--- config.mk ---
export PLATFORM = sky130hd
export DESIGN_NAME = bomb_game_ctrl
export DESIGN_NICKNAME = d
export VERILOG_FILES = /design/src/rtl/bomb_game_ctrl.sv
export SDC_FILE = /design/constraint.sdc
export NUM_CORES = 1
export LEC_CHECK = 0
export ABC_CLOCK_PERIOD_IN_PS = 2400
export BUFFER_PORTS_ARGS = -buffer_cell sky130_fd_sc_hd__buf_2
export CAP_MARGIN = 0
export CORE_UTILIZATION = 49
export CTS_BUF_LIST = sky130_fd_sc_hd__clkbuf_8
export CTS_CLUSTER_DIAMETER = 80
export DETAILED_ROUTE_END_ITERATION = 12
export PLACE_DENSITY = 0.69
export SYNTH_ARGS = -nofsm -noshare
export SYNTH_HDL_FRONTEND = slang
export SYNTH_SLANG_ARGS = --single-unit
--- constraint.sdc ---
create_clock -name clk -period 2.4 [get_ports clk]
set_input_delay 0 -clock clk [delete_from_list [all_inputs] [get_ports clk]]
set_output_delay 0 -clock clk [all_outputs]
set_load 0.1 [all_outputs]
--- src/rtl/bomb_game_ctrl.sv ---
// Game sequencer for the bomb-dismantlement game: gates on the master switch, runs
// SHOW/INPUT rounds with a free-running LFSR code source, counts strikes and holds WIN/LOSE.
`timescale 1ns/1ps
module bomb_game_ctrl #(
  parameter int CODE_W       = 5,
  parameter int TIME_W       = 5,
  parameter int SHOW_SEC     = 5,
  parameter int INPUT_SEC    = 20,
  parameter int ROUNDS       = 3,
  parameter int ROUND_W      = 2,
  parameter int MAX_STRIKES  = 2,
  parameter int END_SEC      = 3,
  parameter int AUTO_RESTART = 1
) (
  input  logic               clk,
  input  logic               Rst,
  input  logic               enable,
  input  logic               start_btn,
  input  logic               tick,
  input  logic               code_ok,
  input  logic               code_bad,
  output logic               sub_rst,
  output logic               bomb_en,
  output logic               show_en,
  output logic               input_en,
  output logic               timer_en,
  output logic [CODE_W-1:0]  code,
  output logic [TIME_W-1:0]  secs_left,
  output logic [ROUND_W-1:0] round,
  output logic [1:0]         strikes,
  output logic               win,
  output logic               lose
);

  typedef enum logic [2:0] {S_OFF, S_IDLE, S_ARM, S_SHOW, S_INPUT, S_WIN, S_LOSE} state_t;

  localparam logic [TIME_W-1:0]  SHOW_T     = TIME_W'(SHOW_SEC);
  localparam logic [TIME_W-1:0]  INPUT_T    = TIME_W'(INPUT_SEC);
  localparam logic [TIME_W-1:0]  END_T      = TIME_W'(END_SEC);
  localparam logic [ROUND_W-1:0] LAST_ROUND = ROUND_W'(ROUNDS - 1);
  localparam logic [1:0]         STRIKE_LIM = 2'(MAX_STRIKES);

  state_t              state, nxt;
  logic [15:0]         lfsr;
  logic                start_prev, rst_pend;
  logic [TIME_W-1:0]   hold_cnt, hold_nxt, secs_nxt, secs_dec;
  logic [CODE_W-1:0]   code_nxt;
  logic [ROUND_W-1:0]  round_nxt;
  logic [1:0]          strikes_nxt, strikes_inc;
  logic                sub_rst_nxt;
  logic                start_rise, start_fall, final_tick;

  assign start_rise  = start_btn & ~start_prev;
  assign start_fall  = ~start_btn & start_prev;
  assign final_tick  = tick && (secs_left == TIME_W'(1));
  assign secs_dec    = (secs_left != '0) ? secs_left - TIME_W'(1) : secs_left;
  assign strikes_inc = strikes + 2'd1;

  always_comb begin
    nxt         = state;
    secs_nxt    = secs_left;
    hold_nxt    = hold_cnt;
    code_nxt    = code;
    round_nxt   = round;
    strikes_nxt = strikes;
    sub_rst_nxt = rst_pend;
    if (!enable) begin
      nxt = S_OFF;
      if (state != S_OFF) sub_rst_nxt = 1'b1;
    end else begin
      case (state)
        S_OFF: nxt = S_IDLE;
        S_IDLE: begin
          if (start_rise) begin
            nxt         = S_ARM;
            round_nxt   = '0;
            strikes_nxt = '0;
          end
        end
        S_ARM: begin
          if (start_fall) begin
            nxt      = S_SHOW;
            code_nxt = lfsr[CODE_W-1:0];
            secs_nxt = SHOW_T;
          end
        end
        S_SHOW: begin
          if (final_tick) begin
            nxt      = S_INPUT;
            secs_nxt = INPUT_T;
          end else if (tick) begin
            secs_nxt = secs_dec;
          end
        end
        S_INPUT: begin
          // A wrong entry outranks a simultaneous correct one; a timeout loss shows 0 s
          if (code_bad) begin
            strikes_nxt = strikes_inc;
            if (strikes_inc == STRIKE_LIM) begin
              nxt      = S_LOSE;
              secs_nxt = END_T;
              hold_nxt = END_T;
            end else if (final_tick) begin
              nxt      = S_LOSE;
              secs_nxt = '0;
              hold_nxt = END_T;
            end else if (tick) begin
              secs_nxt = secs_dec;
            end
          end else if (code_ok) begin
            if (round == LAST_ROUND) begin
              nxt      = S_WIN;
              secs_nxt = END_T;
              hold_nxt = END_T;
            end else begin
              nxt         = S_SHOW;
              round_nxt   = round + ROUND_W'(1);
              code_nxt    = lfsr[CODE_W-1:0];
              secs_nxt    = SHOW_T;
              sub_rst_nxt = 1'b1;
            end
          end else if (final_tick) begin
            nxt      = S_LOSE;
            secs_nxt = '0;
            hold_nxt = END_T;
          end else if (tick) begin
            secs_nxt = secs_dec;
          end
        end
        S_WIN, S_LOSE: begin
          // hold_cnt times the result even when secs_left already reads 0
          if ((AUTO_RESTART == 0) && start_rise) begin
            nxt         = S_ARM;
            round_nxt   = '0;
            strikes_nxt = '0;
          end else if (tick) begin
            secs_nxt = secs_dec;
            hold_nxt = (hold_cnt != '0) ? hold_cnt - TIME_W'(1) : hold_cnt;
            if ((AUTO_RESTART != 0) && (hold_cnt <= TIME_W'(1))) begin
              nxt         = S_IDLE;
              sub_rst_nxt = 1'b1;
            end
          end
        end
        default: nxt = S_OFF;
      endcase
    end
  end

  always_ff @(posedge clk) begin
    if (!Rst) begin
      state      <= S_OFF;
      lfsr       <= 16'hACE1;
      start_prev <= 1'b0;
      rst_pend   <= 1'b1;
      sub_rst    <= 1'b1;
      bomb_en    <= 1'b0;
      show_en    <= 1'b0;
      input_en   <= 1'b0;
      timer_en   <= 1'b0;
      win        <= 1'b0;
      lose       <= 1'b0;
      code       <= '0;
      secs_left  <= '0;
      hold_cnt   <= '0;
      round      <= '0;
      strikes    <= '0;
    end else begin
      state      <= nxt;
      lfsr       <= {lfsr[0] ^ lfsr[2] ^ lfsr[3] ^ lfsr[5], lfsr[15:1]};
      start_prev <= start_btn;
      rst_pend   <= 1'b0;
      sub_rst    <= sub_rst_nxt;
      bomb_en    <= (nxt == S_SHOW) || (nxt == S_INPUT);
      show_en    <= (nxt == S_SHOW);
      input_en   <= (nxt == S_INPUT);
      timer_en   <= (nxt == S_INPUT);
      win        <= (nxt == S_WIN);
      lose       <= (nxt == S_LOSE);
      code       <= code_nxt;
      secs_left  <= secs_nxt;
      hold_cnt   <= hold_nxt;
      round      <= round_nxt;
      strikes    <= strikes_nxt;
    end
  end

endmodule

==> impl_metrics.yaml, run 1 <==
finish:
  final_cell_mix: "44 x dfxtp_1, 27 x nor2_1, 27 x nand2_1, 27 x buf_2, 17 x o21ai_0"
  nNetsFinal: 303
  mostFrequentLayoutCell: "dfxtp_1"
  n_antenna_cell: 0
  layout.cells.non_filler: 341
  fin_area_um2: 2522
  area_growth_pct: 13.13
  drive_gt1_share_pct: 16.61
placement:
  postPlaceCellArea_um2: 2390
  dpl.hpwl_um: 3254
  gp_routability_congestion: 0.8743
  dp_cells: 331
  portBuffers: 27
timing:
  fin_setup_tns_ps: 0
  finalCritPeriodShare_pct: 87.83
  timing.final.setup_violations: 0
  relSlewSlack_pct: 63.72
  finClkSkew_ps: 7.620
  fmax_ghz: 0.4744
  whs_ps: 160.5
  rsz0062_at_grt: "no"
  finalHoldViolCount: 0
  maxSlewViolCount: 0
  period_needed_ps: 2108
  worstMarginPinSlew_ps: 543.0
pwr:
  ir_drop_mv: 0.4146
  powerDensity_nw_per_um2: 585.0
  p_leak_nw: 1.063
critical_path:
  crit_chain: "nor3b_1 > o21ai_0 > and2_1 > o22ai_1 > nand3_1 > a21oi_1"
  start_kind: "register"
  cpMaxStageDelayCell: "dfxtp_1"
  cp_num_buf_inv: 0
  slowest_delay_ps: 610
  worstSetupEndpointType: "register"
  arrival_ps: 2330
  crit_cells: 6
  path_class: "register to register"
  cp_max_fo: 14
  worst_ep_required_time_ps: 2620
  worstRegToRegCells: 6
  critical-path-top-delay-family: "simple AND/OR/NAND/NOR gates"
clock_network:
  cts_tree: "built"
  cts_root_buf: "clkbuf_8"
  worstSkewPairLatency_ps: 300
  clock_sinks: 46
  cts_max_path_buffers: 2
  cts_htree_levels: 2
  clk_pin_slew_ps: 90
  cts_made_buffers: 5
synthesis:
  postSynth.asyncResetShare_pct: 0
  synthAdderAreaFrac_pct: 4.489
  ys.flop_type: "dfxtp_1"
  ys_types: 55
  ys_seq_area_share_pct: 41.30
  synth_compound_area_share_pct: 19.53
  ys_ff_latch: 46
  synth-xor-area-share_pct: 1.178
  synthSimpleGateAreaFrac_pct: 25.81
  yosysWarningCount: 0
  synthesis.nets: 277
  synth_enable_flop_cells: 0
  synth_cells: 262
  syn_area_per_cell_um2: 8.510
  netlist_area_um2: 2230
  synth_top_family_by_area: "simple AND/OR/NAND/NOR gates"
  synthMuxAreaShare_pct: 2.750
global_routing:
  grt_pass1_vias: 1728
  grt_max_degree: 19
  grt_first_pass_wirelength_um: 7948
  antenna_found_initial: 0
  grt_overflow: 0
  grtUsageTotal_pct: 20.41
floorplan:
  die_y_um: 69.46
  die-width_um: 69.46
  initial_core_util_pct: 51.21
  dieArea_um2: 4824
  coreArea_um2: 4354
  ioPinCount: 28
  rows: 24
routing:
  drc: 0
  routed_wl_um: 4618
  vias: 1886
  drt_iter0_drc: 193
  first_pass_iters: 5
  viasPerCell: 5.531
  wl_per_cell_um: 13.54
  final_antenna_net_count: 0
hold_path:
  holdPathStages: 4
  hp-class: "input port to register"
outcome:
  status: "completed"
flow_run:
  maxCapViolCount: 0
## what timing repair did
item                      in CTS  in global routing
setup buffers                  0                  0
gates resized for setup        0                  0
hold buffers                   2                  0
hold endpoints to repair       2                  0
## power breakdown
group	leakage, nW	internal [W]	switching [W]
Clock	0.0585	0.000312	0.000272
Sequential	0.377	0.000785	0.0000114
Combinational	0.627	0.0000351	0.0000599
## Yosys cell counts (2+ instances only)
cell type  count  area [um^2]
nor4_1         2        12.51
inv_1         12        45.04
clkbuf_1       7        26.28
and3_1         2        12.51
or3_1          2        12.51
a22oi_1        4        30.03
a21oi_1       11        55.05
xor2_1         2        17.52
nand2_1       27        101.4
buf_2          4        20.02
o31ai_1        3        22.52
o22ai_1        7        43.79
and2_1        13        81.33
nor3_1         3        15.01
ha_1           8        100.1
o21ai_0       17        85.08
a21boi_0       2        15.01
o2bb2ai_1      2        17.52
dfxtp_1       46        920.9
nor2b_1        4        25.02
or2_2          2        12.51
mux2i_1        5        50.05
o21bai_1       3        22.52
nor2_1        27        101.4
nand2b_1      11        68.82
nand3_1        7        35.03
## metal layers
layer	wire, um	track usage (%)	vias to the layer above
met5	0	0	-
met3	237	5.087	9
met4	83	7.029	0
met2	1999	31.18	51
li1	-	-	963
met1	2297	28.07	863
## final timing paths
kind	start	endpoint	slack, ps
setup / recovery	state[2]$_SDFF_PN0_	bomb_en$_SDFF_PN0_	290
hold / removal	enable	lose$_SDFF_PN0_	160
setup reg to reg	state[2]$_SDFF_PN0_	bomb_en$_SDFF_PN0_	290
hold reg to reg	lfsr[7]$_SDFF_PN1_	lfsr[6]$_SDFF_PN1_	410
## worst min-delay path, stage by stage
cell and delay [ps]:
buf_2 160, nand2_1 90, or2_2 130, nor2_1 40
## state kept, by name, indices dropped and copies added, names as in the netlist, 2 cells and up
signal,cells
hold_cnt,5
secs_left,5
state,3
round,2
lfsr,16
code,5
strikes,2
## metrics by stage
| step | total power, W | worst slack [ps] | utilization [%] |
|---|---|---|---|
| finish | 0.001476 | 292.2 | 57.93 |
| global route | 0.001531 | 123.3 | 57.93 |
| CTS | 0.001489 | 324.6 | 57.93 |
| detailed placement | 0.0009070 | 380.5 | 54.89 |
| global placement | 0.0009060 | 338.7 | 54.89 |
| floorplan | 0.0008830 | 23.35 | - |
## logic make-up (layout without fill, tap and decap cells)
group,after synthesis,after routing
simple gates,111,111
compound gates,63,63
flops,46,46
buf+inv,25,52
fa+ha+maj,8,8
mux,6,6
xor+xnor,3,3
## area by class of cell
cell class,count,area [um^2]
Sequential cell,46,923.4
Clock inverter,3,43.79
Tap cell,52,65.06
Clock buffer,5,68.82
Multi-Input combinational cell,191,1199
Timing Repair Buffer,32,177.7
Inverter,12,45.04
Fill cell,393,1832
Power figures use the tool's default switching activity.
==> inputs of run 2 (changes only) <==
--- a/config.mk
+++ b/config.mk
@@ -8,11 +8,10 @@
 export ABC_CLOCK_PERIOD_IN_PS = 2400
 export BUFFER_PORTS_ARGS = -buffer_cell sky130_fd_sc_hd__buf_2
 export CAP_MARGIN = 0
-export CORE_UTILIZATION = 49
+export CORE_UTILIZATION = 40
 export CTS_BUF_LIST = sky130_fd_sc_hd__clkbuf_8
 export CTS_CLUSTER_DIAMETER = 80
 export DETAILED_ROUTE_END_ITERATION = 12
-export PLACE_DENSITY = 0.69
 export SYNTH_ARGS = -nofsm -noshare
 export SYNTH_HDL_FRONTEND = slang
 export SYNTH_SLANG_ARGS = --single-unit
==> run 2 against run 1 <==
Compared with the run above: critical path depth grew 3; wire length shrank 0.48%; highest routed layer unchanged; worst hold slack lost 28 ps; clock power shrank 20%.
==> impl_metrics.yaml, run 2 (synthesis gave the netlist of run 1 again) <==
pwr:
  sequentialPowerShare_pct: 58.5
  power_frac_clock_pct: 34.3
  ir_drop_mv: 0.3307
  power_switching_w: 0.0003355
  p_leak_nw: 1.067
  power.total_w: 0.001358
  intPower_w: 0.001023
  powerDensity_nw_per_um2: 536.5
  netSwitchingFraction_pct: 24.70
  combPwrFrac_pct: 7.2
global_routing:
  grt_overflow: 0
  grt_first_pass_wirelength_um: 7879
  grt_pass1_vias: 1699
  grtUsageTotal_pct: 16.60
  grt_max_degree: 28
  antenna_found_initial: 0
timing:
  finClkSkew_ps: 6.337
  finalCritPeriodShare_pct: 82.42
  maxSlewViolCount: 0
  relSlewSlack_pct: 59.87
  worstMarginPinSlew_ps: 597.9
  finalHoldViolCount: 0
  rsz0062_at_grt: "no"
  fmax_ghz: 0.5055
  fin_setup_tns_ps: 0
  timing.final.setup_violations: 0
  period_needed_ps: 1978
finish:
  mostFrequentLayoutCell: "dfxtp_1"
  nNetsFinal: 305
  fin_util_pct: 48.33
  n_antenna_cell: 0
  area_growth_pct: 13.52
  drive_gt1_share_pct: 17.18
  largest_reg_flops: 16
  top_register: "lfsr"
  final_cell_mix: "44 x dfxtp_1, 27 x nor2_1, 27 x nand2_1, 27 x buf_2, 17 x o21ai_0"
clock_network:
  cts_made_buffers: 5
  hold_buffers: 1
  cts_resized: 0
  cts_htree_levels: 2
  worstSkewPairLatency_ps: 300
  cts_max_path_buffers: 2
  cts_setup_buffers: 0
  clk_pin_slew_ps: 80
  cts_root_buf: "clkbuf_8"
  clock_sinks: 46
  cts_tree: "built"
critical_path:
  arrival_ps: 2220
  start_kind: "register"
  cp_max_fo: 11
  timing.rr.end: "timer_en$_SDFF_PN0_"
  worstSetupEndpointType: "register"
  worstRegToRegCells: 9
  regToRegStartpoint: "secs_left[1]$_SDFFE_PN0P_"
  r2r_setup_slack_ps: 420
  worst_ep_required_time_ps: 2640
  path_class: "register to register"
floorplan:
  rows: 26
  die_y_um: 76.66
  initial_core_util_pct: 42.57
  ioPinCount: 28
  dieArea_um2: 5877
  die-width_um: 76.66
  coreArea_um2: 5238
placement:
  gp_routability_congestion: 0.9705
  dpl.hpwl_um: 3331
  portBuffers: 27
outcome:
  status: "completed"
routing:
  routed_wl_um: 4596
  final_antenna_net_count: 0
  drc: 0
  wl_per_cell_um: 12.73
  drt_iter0_drc: 81
  vias: 1893
  first_pass_iters: 5
  viasPerCell: 5.244
hold_path:
  worstHoldEndpoint: "lfsr[15]$_SDFF_PN1_"
  holdPathStages: 3
  hp-class: "input port to register"
  hp-start: "Rst"
flow_run:
  maxCapViolCount: 0
## run 2: cell types whose count changed in the layout (fill, tap and decap cells not counted), sizes merged
cell and delta:
dlygate4sd3 -1, clkinv +1, bufinv -1, buf +3
## run 2: worst max-delay path by stage
stage | startpoint | slack (ps) | cells past startpoint | end
after detailed placement | state[1]$_SDFF_PN0_ | 470 | 6 | bomb_en$_SDFF_PN0_
after floorplan | round[1]$_SDFFE_PN0P_ | 20 | 7 | timer_en$_SDFF_PN0_
final | secs_left[1]$_SDFFE_PN0P_ | 420 | 9 | timer_en$_SDFF_PN0_
after CTS | state[1]$_SDFF_PN0_ | 440 | 6 | bomb_en$_SDFF_PN0_
after global placement | state[1]$_SDFF_PN0_ | 400 | 6 | bomb_en$_SDFF_PN0_
after global routing | state[1]$_SDFF_PN0_ | 220 | 6 | bomb_en$_SDFF_PN0_
## run 2: layer usage
| metal | wire (um) | vias up | GRT usage, % |
|---|---|---|---|
| met4 | 75 | 0 | 6.538 |
| met3 | 172 | 10 | 2.976 |
| met1 | 2375 | 872 | 23.20 |
| met5 | 0 | - | 0 |
| met2 | 1972 | 46 | 25.18 |
| li1 | - | 965 | - |
## run 2: layout make-up
class	count	area, um^2
inverter	12	45.04
sequential	46	923.4
timing repair buffer	34	190.2
multi-input combinational	191	1199
clock inverter	3	17.52
clock buffer	5	68.82
fill	510	2706
tap	70	87.58
## run 2: power groups by stage
stage | logic [W] | clock network, W | registers [W]
after detailed placement | 0.0000968 | 0 | 0.000812
after CTS | 0.0000987 | 0.000476 | 0.000795
final | 0.0000982 | 0.000465 | 0.000795
after global placement | 0.0000966 | 0 | 0.000812
after floorplan | 0.0000608 | 0 | 0.000822
after global routing | 0.000108 | 0.000513 | 0.000797
## run 2: per-stage QoR
stage	std cells	hold WS [ps]	instance area, um^2	worst slack (ps)
after global placement	352	251.5	2435	396.1
after detailed placement	352	255.8	2435	474.6
final	361	132.7	2531	421.9
after global routing	361	142.6	2531	217.4
after CTS	361	131.9	2531	439.2
after floorplan	262	121.7	2232	23.35
## run 2: critical path, stage by stage (launching register included)
cell and delay [ps]:
dfxtp_2 360, inv_1 80, ha_1 190, nand2_1 80, nor4_2 40, buf_4 180, o311a_1 340, nor3_1 340
or2_2 210, nor2b_1 110
